## config.mk

```make
export PLATFORM = sky130hd
export DESIGN_NAME = result_mailbox
export DESIGN_NICKNAME = d
export VERILOG_FILES = /design/src/rtl/mailbox_pkg.sv /design/src/rtl/mailbox_fifo.sv /design/src/rtl/result_mailbox.sv
export SDC_FILE = /design/constraint.sdc
export NUM_CORES = 1
export LEC_CHECK = 0
export ABC_AREA = 0
export CAP_MARGIN = 20
export CORE_ASPECT_RATIO = 1.25
export CORE_MARGIN = 2
export CORE_UTILIZATION = 49
export DETAILED_ROUTE_END_ITERATION = 16
export PLACE_DENSITY = 0.79
export SLEW_MARGIN = 20
export SYNTH_ARGS = -nofsm -noshare
export SYNTH_HDL_FRONTEND = slang
export SYNTH_SLANG_ARGS = --single-unit
```

## constraint.sdc

```tcl
create_clock -name ph2 -period 2 [get_ports ph2]
set_input_delay 0.3 -clock ph2 [delete_from_list [all_inputs] [get_ports ph2]]
set_output_delay 0.3 -clock ph2 [all_outputs]
set_load 0.005 [all_outputs]
```

## src/rtl/mailbox_pkg.sv

```systemverilog
// mailbox_pkg: register map, STATUS bit positions and default pass code for result_mailbox.
package mailbox_pkg;
    typedef enum logic [1:0] {
        OFF_DATA   = 2'd0,
        OFF_STATUS = 2'd1,
        OFF_DONE   = 2'd2,
        OFF_COUNT  = 2'd3
    } reg_off_e;
    localparam int ST_OVF   = 7;
    localparam int ST_FULL  = 6;
    localparam int ST_EMPTY = 5;
    localparam int ST_DONE  = 4;
    localparam int ST_PASS  = 3;
    localparam logic [7:0] DEF_PASS_CODE = 8'h1F;
endpackage

```

## src/rtl/mailbox_fifo.sv

```systemverilog
// mailbox_fifo: DEPTH-entry synchronous byte FIFO; head is masked to 0 when empty.
module mailbox_fifo #(
    parameter int DEPTH = 8,
    localparam int AW = $clog2(DEPTH)
) (
    input  logic          ph2,
    input  logic          resetb,
    input  logic          push,
    input  logic          pop,
    input  logic [7:0]    wdata,
    output logic [7:0]    rdata,
    output logic          full,
    output logic          empty,
    output logic [AW:0]   count
);
    logic [7:0]  mem_q [DEPTH];
    logic [AW-1:0] wr_ptr_q, wr_ptr_d, rd_ptr_q, rd_ptr_d;
    logic [AW:0] count_q, count_d;
    logic        do_push, do_pop;
    assign empty = count_q == '0;
    assign full  = count_q == (AW+1)'(DEPTH);
    assign count = count_q;
    assign rdata = empty ? 8'h00 : mem_q[rd_ptr_q];
    // A push into a full FIFO only lands when the same edge frees a slot.
    assign do_pop  = pop & ~empty;
    assign do_push = push & (~full | do_pop);
    always_comb begin
        wr_ptr_d = do_push ? wr_ptr_q + 1'b1 : wr_ptr_q;
        rd_ptr_d = do_pop ? rd_ptr_q + 1'b1 : rd_ptr_q;
        count_d  = count_q + (AW+1)'(do_push) - (AW+1)'(do_pop);
    end
    always_ff @(posedge ph2 or negedge resetb) begin
        if (!resetb) begin
            wr_ptr_q <= '0;
            rd_ptr_q <= '0;
            count_q  <= '0;
        end else begin
            wr_ptr_q <= wr_ptr_d;
            rd_ptr_q <= rd_ptr_d;
            count_q  <= count_d;
        end
    end
    always_ff @(posedge ph2) begin
        if (do_push) mem_q[wr_ptr_q] <= wdata;
    end
endmodule

```

## src/rtl/result_mailbox.sv

```systemverilog
// result_mailbox: 6502 bus register window that streams bytes to a bench FIFO and latches a pass/fail code.
module result_mailbox
    import mailbox_pkg::*;
#(
    parameter logic [15:0] BASE_ADDR = 16'hE000,
    parameter int          DEPTH     = 8,
    parameter logic [7:0]  PASS_CODE = DEF_PASS_CODE
) (
    input  logic        ph2,
    input  logic        resetb,
    input  logic [15:0] address,
    input  logic [7:0]  data_in,
    input  logic        memwrite,
    input  logic        memread,
    output logic [7:0]  data_out,
    output logic        sel,
    output logic [7:0]  out_data,
    output logic        out_valid,
    input  logic        out_ready,
    output logic        done,
    output logic        pass,
    output logic        overflow
);
    localparam int AW = $clog2(DEPTH);
    reg_off_e    off;
    logic [AW:0] count;
    logic        full, empty, wr, push, pop, done_wr;
    logic        done_q, done_d, pass_q, pass_d, overflow_q, overflow_d;
    logic [7:0]  done_val_q, done_val_d, status;
    assign sel       = address[15:2] == BASE_ADDR[15:2];
    assign off       = reg_off_e'(address[1:0]);
    assign wr        = sel & memwrite;
    assign push      = wr && off == OFF_DATA;
    assign pop       = out_ready & ~empty;
    assign done_wr   = wr && off == OFF_DONE && !done_q;
    assign out_valid = ~empty;
    assign done      = done_q;
    assign pass      = pass_q;
    assign overflow  = overflow_q;
    mailbox_fifo #(.DEPTH(DEPTH)) u_fifo (
        .ph2    (ph2),
        .resetb (resetb),
        .push   (push),
        .pop    (pop),
        .wdata  (data_in),
        .rdata  (out_data),
        .full   (full),
        .empty  (empty),
        .count  (count)
    );
    always_comb begin
        done_d     = done_q | done_wr;
        pass_d     = done_wr ? data_in == PASS_CODE : pass_q;
        done_val_d = done_wr ? data_in : done_val_q;
        overflow_d = overflow_q | (push & full & ~pop);
    end
    always_comb begin
        status           = 8'h00;
        status[ST_OVF]   = overflow_q;
        status[ST_FULL]  = full;
        status[ST_EMPTY] = empty;
        status[ST_DONE]  = done_q;
        status[ST_PASS]  = pass_q;
        data_out = !(sel && memread)  ? 8'h00 :
                   off == OFF_STATUS ? status :
                   off == OFF_DONE   ? done_val_q :
                   off == OFF_COUNT  ? 8'(count) : 8'h00;
    end
    always_ff @(posedge ph2 or negedge resetb) begin
        if (!resetb) begin
            done_q     <= 1'b0;
            pass_q     <= 1'b0;
            overflow_q <= 1'b0;
            done_val_q <= 8'h00;
        end else begin
            done_q     <= done_d;
            pass_q     <= pass_d;
            overflow_q <= overflow_d;
            done_val_q <= done_val_d;
        end
    end
endmodule

```

==> out/metrics.csv <==
stage,metric,value,unit
detailed_routing,detail-route-antenna-nets,0,
synthesis,yosys.area_share.xor_xnor,0.0140,
die,chipHeight,102,um
cells_and_area,diodes,0,
pwr,peakVddDrop,791,uV
global_route,grt_use_total,0.220,
clock_tree,cts_buffer_depth,2,
clock_tree,clock-sinks,85,
cells_and_area,layout_commonest_cell,edfxtp_1,
global_route,antenna_found_initial,0,
synthesis,yosys.cell_types.count,39,
synthesis,syn_inst,221,
synthesis,synth_top_area_frac,0.512,
worst_setup_path,arrival,1850,ps
synthesis,synth_edf_count,64,
global_route,overflow,0,
clock_tree,cts_tree,done,
synthesis,synth-adder-area-share,0.0320,
cells_and_area,final_cell_mix,"edfxtp_1, buf_4, dfrtp_1",
worst_setup_path,cp-start-kind,flop,
detailed_routing,drc,0,
global_route,grt_start_max_net_pins,22,
detailed_routing,firstDrtPassIters,4,
timing,final-hold-violation-count,0,
die,io_pins,50,
clock_tree,numCtsBuffers,9,
synthesis,async_reset_ff_frac,0.247,
timing,fin_crit_sh,1.08,
synthesis,muxShareOfSynthArea,0.170,
run_status,status,"complete, but fails checks",
synthesis,synth_ff_type,edfxtp_1,
die,num_rows,35,
timing,slew_viol_final,0,
clock_tree,clk_pin_slew_worst_paths,80,ps
synthesis,yosysWarnings,0,
cells_and_area,drive_gt1_frac,0.488,
synthesis,ys_seq_area_frac,0.652,
place,place_congestion,0.895,
place,dp_hpwl,5610,um
timing,rsz0062_at_grt,true,
job,cap_viol_max_count,0,
cells_and_area,multiInputGateArea,1390,um^2
detailed_routing,viasPerCell,5.48,
worst_setup_path,worstPathMaxFanout,4,
die,die_area,8380,um^2
timing,setup-tns-final,-1020,ps
cells_and_area,layout-area-overhead-vs-synth,39.0,%
synthesis,synth_nets,259,
pwr,power_density,1010,nW/um^2
clock_tree,h-tree-depth,3,
synthesis,synth_compound_area_frac,0.0180,
detailed_routing,drtIter0Drc,206,
die,start_util,0.507,
timing,post-route-min-period,2150,ps
cells_and_area,final_util,0.704,
clock_tree,cts_hold_buffers,0,
timing,finalClockSkew,11.9,ps
die,die_w,82.3,um
detailed_routing,drt-total-wl,8420,um
min_path,hold_path.class,in2async,
timing,fin_ws,-152,ps
synthesis,synth_top_family_by_area,multiplexers,
clock_tree,clkLatencyLatePin,350,ps
cells_and_area,fillCellCount,460,
synthesis,synth.largest_area_cell,edfxtp_1,
global_route,first_global_vias,2554,
place,io_buffer_count,49,
global_route,grt_pass1_wl,13000,um
die,core_area,7400,um^2
timing,relSlewSlack,0.785,
timing,finalSetupViolCount,8,
clock_tree,cts-root-buf,clkbuf_8,
synthesis,synth_area_per_cell,17.0,um^2
cells_and_area,seq_area,2450,um^2
timing,fmax,0.465,GHz
detailed_routing,avgRoutedWirePerCell,19.4,um
worst_setup_path,end_kind,output pin,
detailed_routing,dr_total_vias,2378,
synthesis,synthSimpleGateAreaFrac,0.0901,
timing,tightest_slew,321,ps
cells_and_area,final_nets,375,
synthesis,yosys-top-cells-area,"edfxtp_1, dfrtp_1, mux4_2",
synthesis,ys_ff_latch,85,
pwr,p_leak,2.10,nW
run_status,violations,negative setup slack,
synthesis,syn_area,3750,um^2
worst_setup_path,crit_type,reg2out,
worst_setup_path,crit_required,1700,ps
-- logic make-up after synthesis --
logic type / after synthesis
AOI/OAI and AO/OA: 9
xor gates and xnor gates: 6
adders and majority gates: 9
buffers and inverters: 18
DFF: 85
muxes: 39
and+or+nand+nor: 55
-- routing by layer --
metal,wire (um),up-vias,share of wire,global-route usage
met5,0,-,0,0
met4,249,0,0.030,0.0987
met3,467,22,0.055,0.0548
met2,4440,88,0.53,0.382
met1,3260,1177,0.39,0.254
li1,-,1091,-,-
-- worst max-delay path, stage by stage, from the launching register on --
cell	delay, ps
dfrtp_2	430
buf_12	120
buf_6	130
mux4_2	510
mux2i_1	140
nor2_1	50
buf_2	120
-- stage by stage --
stage	total power [mW]	cell area (um^2)	worst slack [ps]	cells	hold WS [ps]
after floorplan	3.08	3790	-4.09	221	4.41
after global placement	3.84	4750	-489	398	480
after detailed placement	3.90	4750	-587	398	498
after CTS	5.32	5180	-238	434	291
after global routing	5.50	5210	-209	434	329
final	5.25	5210	-152	434	295
-- synthesized netlist by cell type, drive strengths merged, types with 2 or more instances --
cell type  number
xnor2           2
mux2           12
mux2i          11
nand2           4
mux4           16
and4            2
inv             8
dfrtp          21
and3            2
nor2           19
clkbuf          2
nor2b           4
nor4            5
nand4           2
nand2b          3
edfxtp         64
nand3           2
a22oi           4
ha              8
buf             8
and4bb          2
xor2            4
and4b           4
a21o            2
-- worst paths after layout --
check	from	to	slack, ps	cells after the start
worst max-delay path	u_fifo.rd_ptr_q[0]	out_data[5]	-150	6
worst min-delay path	resetb	u_fifo.rd_ptr_q[2]	290	2
worst max register to register	u_fifo.count[2]	u_fifo.count[2]	10	11
worst min register to register	done_val_q[6]	done_val_q[6]	530	1
max in group asynchronous	resetb	u_fifo.rd_ptr_q[0]	1460	2
min in group ph2	address[12]	u_fifo.wr_ptr_q[2]	420	5
-- cell type report --
| cell class | instances | share of cell area |
|---|---|---|
| Inverter | 8 | 0.00672 |
| Tap cell | 92 | 0.0221 |
| Clock buffer | 11 | 0.0271 |
| Multi-Input combinational cell | 118 | 0.266 |
| Sequential cell | 85 | 0.470 |
| Clock inverter | 5 | 0.0110 |
| Timing Repair Buffer | 115 | 0.198 |
-- flip-flops by register name, indices dropped and copies added, names as in the netlist --
signal,cells
u_fifo.mem_q,64
u_fifo.wr_ptr_q,3
overflow,1
done_val_q,8
u_fifo.count,4
pass,1
u_fifo.rd_ptr_q,3
done,1
-- repair_timing --
action / in CTS / in global routing
cloned: 3 / 0
resized for setup: 87 / 46
pin swaps: 12 / 15
endpoints found under the setup margin: 94 / 87
setup buffers: 17 / 3
-- power breakdown --
group          leakage (nW)  internal [mW]  switching (mW)
Clock                 0.104          0.614           0.580
Sequential            0.851           1.98          0.0796
Combinational          1.15           1.16           0.839
No activity file was read; power rests on OpenSTA's default activity.
